--- src/rtl/sequencer_pkg.sv ---
// sequencer_pkg: state codes, opcodes and opcode-class decode
// shared by the instruction sequencer and its timer
package sequencer_pkg;

  localparam logic [3:0] S_IDLE      = 4'd0;
  localparam logic [3:0] S_FETCH     = 4'd1;
  localparam logic [3:0] S_DECODE    = 4'd2;
  localparam logic [3:0] S_EXECUTE   = 4'd3;
  localparam logic [3:0] S_MEMORY    = 4'd4;
  localparam logic [3:0] S_WRITEBACK = 4'd5;
  localparam logic [3:0] S_WAIT_IN   = 4'd6;
  localparam logic [3:0] S_WAIT_OUT  = 4'd7;
  localparam logic [3:0] S_HALT      = 4'd8;

  localparam logic [5:0] OP_HLT     = 6'b011100;
  localparam logic [5:0] OP_IN      = 6'b011101;
  localparam logic [5:0] OP_OUT     = 6'b100000;
  localparam logic [5:0] OP_PRE_OUT = 6'b011110;
  localparam logic [5:0] OP_LD      = 6'b011000;
  localparam logic [5:0] OP_ST      = 6'b011001;
  localparam logic [5:0] OP_LDR     = 6'b100001;
  localparam logic [5:0] OP_STR     = 6'b100010;

  typedef enum logic [2:0] {
    CLS_ALU,
    CLS_MEM,
    CLS_IN,
    CLS_OUT,
    CLS_HLT
  } op_class_e;

  // Anything not listed (ALU, branch, jmp, ldi, nop, undefined)
  // takes the plain execute path.
  function automatic op_class_e op_class(input logic [5:0] op);
    op_class_e cls;
    unique case (op)
      OP_HLT:     cls = CLS_HLT;
      OP_IN:      cls = CLS_IN;
      OP_OUT:     cls = CLS_OUT;
      OP_PRE_OUT: cls = CLS_OUT;
      OP_LD:      cls = CLS_MEM;
      OP_ST:      cls = CLS_MEM;
      OP_LDR:     cls = CLS_MEM;
      OP_STR:     cls = CLS_MEM;
      default:    cls = CLS_ALU;
    endcase
    return cls;
  endfunction

endpackage

--- src/rtl/instruction_sequencer_io_wait_timer.sv ---
// io_wait_timer: counts cycles spent in an I/O wait state
// expired is high in the IO_TIMEOUT-th enabled cycle; 0 disables it
module io_wait_timer #(
  parameter int unsigned IO_TIMEOUT = 1024
) (
  input  logic clock,
  input  logic reset,
  input  logic clear,
  input  logic enable,
  output logic expired
);

  localparam int unsigned CW =
    (IO_TIMEOUT > 1) ? $clog2(IO_TIMEOUT) : 1;
  localparam logic [CW-1:0] LAST =
    CW'((IO_TIMEOUT == 0) ? 0 : IO_TIMEOUT - 1);
  localparam logic ARMED = (IO_TIMEOUT != 0);

  logic [CW-1:0] count_q, count_d;

  // clear dominates; count only while waiting
  always_comb begin
    count_d = count_q;
    if (clear) begin
      count_d = '0;
    end else if (enable) begin
      count_d = count_q + CW'(1);
    end
  end

  // cycle counter register
  always_ff @(posedge clock or negedge reset) begin
    if (!reset) begin
      count_q <= '0;
    end else begin
      count_q <= count_d;
    end
  end

  assign expired = ARMED & enable & (count_q == LAST);

endmodule

--- src/rtl/instruction_sequencer.sv ---
// instruction_sequencer: multi-cycle FSM around the control unit
// turns control levels into one-cycle PC/IR/RF/RAM/IO strobes
module instruction_sequencer
  import sequencer_pkg::*;
#(
  parameter int unsigned COUNT_WIDTH = 32,
  parameter int unsigned IO_TIMEOUT  = 1024
) (
  input  logic                   clock,
  input  logic                   reset,
  input  logic                   run,
  input  logic                   stepMode,
  input  logic                   step,
  input  logic [5:0]             opcode,
  input  logic                   writeRegister,
  input  logic                   writeEnable,
  input  logic                   IO_RAMwrite,
  input  logic                   jump,
  input  logic                   bzero,
  input  logic                   bnegative,
  input  logic                   HLT,
  input  logic                   zeroFlag,
  input  logic                   negativeFlag,
  input  logic                   inputValid,
  input  logic                   outputAck,
  output logic                   irLoad,
  output logic                   pcEnable,
  output logic                   pcLoad,
  output logic                   regWriteStrobe,
  output logic                   memWriteStrobe,
  output logic                   ioWriteStrobe,
  output logic                   inputRequest,
  output logic                   halted,
  output logic                   ioTimeout,
  output logic [COUNT_WIDTH-1:0] instructionCount,
  output logic [3:0]             state
);

  logic [3:0]             state_q, state_d;
  op_class_e              cls_q, cls_d;
  logic                   first_q, first_d;
  logic                   supp_q, supp_d;
  logic                   tmo_q, tmo_d;
  logic [COUNT_WIDTH-1:0] count_q, count_d;

  op_class_e cls_dec;
  logic      in_wait;
  logic      expired;
  logic      take;
  logic      wb;

  // either the hlt opcode or the control unit's HLT level halts
  assign cls_dec = HLT ? CLS_HLT : op_class(opcode);
  assign in_wait = (state_q == S_WAIT_IN) |
                   (state_q == S_WAIT_OUT);
  assign take    = jump | (bzero & zeroFlag) |
                   (bnegative & negativeFlag);
  assign wb      = (state_q == S_WRITEBACK);

  io_wait_timer #(
    .IO_TIMEOUT(IO_TIMEOUT)
  ) u_timer (
    .clock  (clock),
    .reset  (reset),
    .clear  (!in_wait),
    .enable (in_wait),
    .expired(expired)
  );

  // next-state, class latch, timeout/suppress flags, retire count
  always_comb begin
    state_d = state_q;
    cls_d   = cls_q;
    supp_d  = supp_q;
    tmo_d   = tmo_q;
    count_d = count_q;
    first_d = (state_q == S_DECODE);
    case (state_q)
      S_IDLE: begin
        if (run && (!stepMode || step)) state_d = S_FETCH;
      end
      S_FETCH: begin
        supp_d  = 1'b0;
        state_d = S_DECODE;
      end
      S_DECODE: begin
        cls_d = cls_dec;
        unique case (1'b1)
          cls_dec == CLS_HLT: state_d = S_HALT;
          cls_dec == CLS_IN:  state_d = S_WAIT_IN;
          cls_dec == CLS_OUT: state_d = S_WAIT_OUT;
          default:            state_d = S_EXECUTE;
        endcase
      end
      S_EXECUTE: begin
        state_d = (cls_q == CLS_MEM) ? S_MEMORY
                                     : S_WRITEBACK;
      end
      S_MEMORY: begin
        state_d = S_WRITEBACK;
      end
      S_WAIT_IN: begin
        // a valid word arriving with the timeout still counts
        if (inputValid) begin
          state_d = S_WRITEBACK;
        end else if (expired) begin
          tmo_d   = 1'b1;
          supp_d  = 1'b1;
          state_d = S_WRITEBACK;
        end
      end
      S_WAIT_OUT: begin
        if (outputAck) begin
          state_d = S_WRITEBACK;
        end else if (expired) begin
          tmo_d   = 1'b1;
          state_d = S_WRITEBACK;
        end
      end
      S_WRITEBACK: begin
        count_d = count_q + COUNT_WIDTH'(1);
        state_d = (stepMode || !run) ? S_IDLE : S_FETCH;
      end
      S_HALT: begin
        state_d = S_HALT;
      end
      default: begin
        state_d = S_IDLE;
      end
    endcase
  end

  // sequencer state registers
  always_ff @(posedge clock or negedge reset) begin
    if (!reset) begin
      state_q <= S_IDLE;
      cls_q   <= CLS_ALU;
      first_q <= 1'b0;
      supp_q  <= 1'b0;
      tmo_q   <= 1'b0;
      count_q <= '0;
    end else begin
      state_q <= state_d;
      cls_q   <= cls_d;
      first_q <= first_d;
      supp_q  <= supp_d;
      tmo_q   <= tmo_d;
      count_q <= count_d;
    end
  end

  assign irLoad           = (state_q == S_FETCH);
  assign pcLoad           = wb & take;
  assign pcEnable         = wb & !take;
  assign regWriteStrobe   = wb & writeRegister & !supp_q;
  assign memWriteStrobe   = (state_q == S_MEMORY) & writeEnable;
  assign ioWriteStrobe    = (state_q == S_WAIT_OUT) & first_q &
                            IO_RAMwrite;
  assign inputRequest     = (state_q == S_WAIT_IN);
  assign halted           = (state_q == S_HALT);
  assign ioTimeout        = tmo_q;
  assign instructionCount = count_q;
  assign state            = state_q;

endmodule

--- config.mk ---
export PLATFORM = sky130hd
export DESIGN_NAME = instruction_sequencer
export DESIGN_NICKNAME = d
export VERILOG_FILES = /design/src/rtl/sequencer_pkg.sv /design/src/rtl/instruction_sequencer_io_wait_timer.sv /design/src/rtl/instruction_sequencer.sv
export SDC_FILE = /design/constraint.sdc
export NUM_CORES = 1
export LEC_CHECK = 0
export BUFFER_PORTS_ARGS = -buffer_cell sky130_fd_sc_hd__buf_4
export CAP_MARGIN = 0
export CORE_MARGIN = 2
export CORE_UTILIZATION = 57
export DETAILED_ROUTE_END_ITERATION = 16
export PLACE_DENSITY = 0.95
export SYNTH_ARGS = -nofsm -noshare
export SYNTH_HDL_FRONTEND = slang
export SYNTH_HIERARCHICAL = 1
export SYNTH_SLANG_ARGS = --single-unit
export TNS_END_PERCENT = 50
--- constraint.sdc ---
create_clock -name clock -period 5.1 [get_ports clock]
set_input_delay 0.255 -clock clock [delete_from_list [all_inputs] [get_ports clock]]
set_output_delay 0.255 -clock clock [all_outputs]
set_load 0.03 [all_outputs]
==> results.json <==
{
  "rows": 24,
  "syn_inst": 254,
  "hold_path_depth": 2,
  "max_clock_freq_mhz": 384,
  "rsz0062_at_grt": "false",
  "first_global_vias": 2213,
  "synthFlopType": "dfrtp_1",
  "ys_ff_latch": 52,
  "dr.first_iter.drc_count": 158,
  "antenna_found_initial": 0,
  "setup_viol": 0,
  "final_cell_mix": "buf_4, dfrtp_1, nand2_1",
  "gp_congestion": 0.897,
  "fin_cells": 373,
  "nets": 344,
  "cts_setup_buffers": 0,
  "grt.total_usage_pct": 24.1,
  "cp_num_buf_inv": 0,
  "remaining_drc_errors": 0,
  "wirelength_um": 5870,
  "worstRegToRegCells": 8,
  "core_mm2": 0.00444,
  "grt_pass1_wl_um": 10100,
  "worstHoldEndpoint": "supp_q",
  "yosysWarnings": 6,
  "cts_root_buf": "clkbuf_8",
  "synth.cell_area_mm2": 0.00269,
  "drv_slew": 0,
  "io_pins": 67,
  "place_inst": 364,
  "hp-class": "in -> reg",
  "synthDistinctLibCells": 50,
  "numCtsBuffers": 5,
  "vias": 2204,
  "peakVddDrop_mv": 0.276,
  "syn_nets": 278,
  "power_density_mw_per_mm2": 337,
  "p_leak_nw": 1.55,
  "critPathMaxStageDelay_ps": 510,
  "setup_ws_ps": 2500,
  "fp.dieW_um": 72.7,
  "port_buffers": 66,
  "drive_above_1_share_pct": 29.9,
  "viasPerCell": 5.91,
  "cts_sinks": 52,
  "async_reset_ff_share_pct": 100,
  "placed_area_mm2": 0.00319,
  "wl_per_cell_um": 15.7,
  "worst_path_most_repeated_cell": "o21ai_0",
  "worst_slew_pin_slew_ps": 903,
  "clk_latency_ps": 310,
  "finalCritPeriodShare_pct": 51.0,
  "grt_max_degree": 53,
  "final_common_cell": "buf_4",
  "status": "finished, final reports clean",
  "die-area_mm2": 0.00529,
  "clock_path_buffers": 2,
  "worst_setup_path_start_kind": "flop",
  "path_max_fanout": 10,
  "reg2reg_slack_ps": 2500,
  "fin_skew_ps": 9.35,
  "cts_tree": "built",
  "critPathSlowestCell": "dfrtp_1",
  "finalHoldViolations": 0,
  "cp.arrival_ps": 2800,
  "r2r_start": "state[2]",
  "final_util_pct": 74.5,
  "min-delay-start": "inputValid",
  "drt-pass1-iter-count": 4,
  "ys_seq_area_share_pct": 48.3,
  "dpl_worst_slack_ps": 2590,
  "setup_tns_ps": 0,
  "grt.overflow.total": 0,
  "crit_chain": "nor2b_1, and2_1, nand2_1, nor4_1, o21ai_0, o211ai_1, o21ai_0, a221oi_1",
  "finalHoldWorstSlack_ps": 134,
  "syn_area_per_cell_um2": 10.6,
  "cp_data_required_time_ps": 5300,
  "die_h_um": 72.7,
  "antenna_left": 0,
  "critPathCaptureType": "flop",
  "initial_core_util_pct": 60.6,
  "dp_hpwl_um": 4220,
  "finalCriticalPeriod_ps": 2600,
  "synth_edf_count": 0,
  "n_fill_cell": 302,
  "design_area_mm2": 0.00331,
  "rr_endpoint": "state[0]",
  "path_class": "reg -> reg",
  "path_clk_slew_ps": 100,
  "cp_top_family": "simple AND/OR/NAND/NOR gates",
  "post_cts_resized": 0,
  "syn2layout_area_growth_pct": 23.1,
  "antennaDiodeCount": 0,
  "cts-htree-levels": 2,
  "finalPower_mw": 1.12,
  "slew_headroom_pct": 39.3,
  "cap_violations": 0
}
## layout make-up
class                   instances  area (um^2)  area share [%]
well taps                      52         65.1            1.96
multi-input cells             179         1270            38.4
clock inverters                 3         42.5            1.28
repair buffers                 67          505            15.3
inverters                      15         56.3            1.70
clock buffers                   5         68.8            2.08
flip-flops and latches         52         1300            39.3
## flip-flops by register name, summed over array words and instances (netlist names)
signal            cells
instructionCount     32
u_timer/count_q      10
state                 4
cls_q                 3
first_q               1
ioTimeout             1
supp_q                1
## repair_timing
action                                  CTS  global route
endpoints found under the hold margin    52             0
hold buffers                              1             0
endpoints found under the setup margin    0             0
## worst register-to-register path: stages, from the launching register on
cell and delay (ps):
dfrtp_1 510, nor2b_1 220, and2_1 350, nand2_1 220, nor4_1 480, o21ai_0 140
o211ai_1 110, o21ai_0 110, a221oi_1 350
## cells in the mapped netlist, types with 3 or more instances
master	n	area, um^2
dfrtp_1	52	1300
nand2_1	21	78.8
xnor2_1	20	175
nor2_1	16	60.1
inv_1	15	56.3
xor2_1	15	131
nand4_1	11	68.8
nand3_1	10	50.1
nor3_2	7	70.1
or4_1	7	52.6
a21oi_1	6	30.0
o21ai_0	6	30.0
o31ai_1	5	37.5
buf_6	4	45.0
nor3b_1	4	30.0
a221oi_1	3	26.3
and2_1	3	18.8
clkbuf_1	3	11.3
nor2b_1	3	18.8
nor3_1	3	15.0
nor4_1	3	18.8
nor4_2	3	37.5
## worst max path at each step
stage,from,end,slack [ps],cells after the start
after global routing,state[2],state[0],2220,8
after global placement,state[0],instructionCount[29],2780,4
after floorplan,state[2],state[0],2820,9
after CTS,state[0],instructionCount[17],2540,4
after detailed placement,state[0],instructionCount[17],2590,4
final,state[2],state[0],2500,8
## kinds of logic (layout without fill, tap and decap cells)
group           after synthesis  in the layout  share of synthesized area [%]
buf+inv                      23             90                           4.37
compound gates               34             34                           8.69
xor+xnor                     35             35                           11.4
fa+ha+maj                     2              2                          0.930
mux                           3              3                           1.21
simple gates                105            105                           25.1
flops                        52             52                           48.3
## per-layer routing
metal | track usage, % | up-vias | routed length [um]
met2 | 42.5 | 82 | 3010
met1 | 29.2 | 1068 | 2430
met5 | 0 | - | 0
met4 | 8.85 | 0 | 121
met3 | 4.83 | 14 | 300
li1 | - | 1040 | -
## power breakdown
group	switching, mW	internal, mW	leakage, nW
clock network	0.141	0.145	0.0541
logic	0.186	0.127	0.786
registers	0.0656	0.452	0.711
Note: power is estimated with default switching activity, not from simulation.
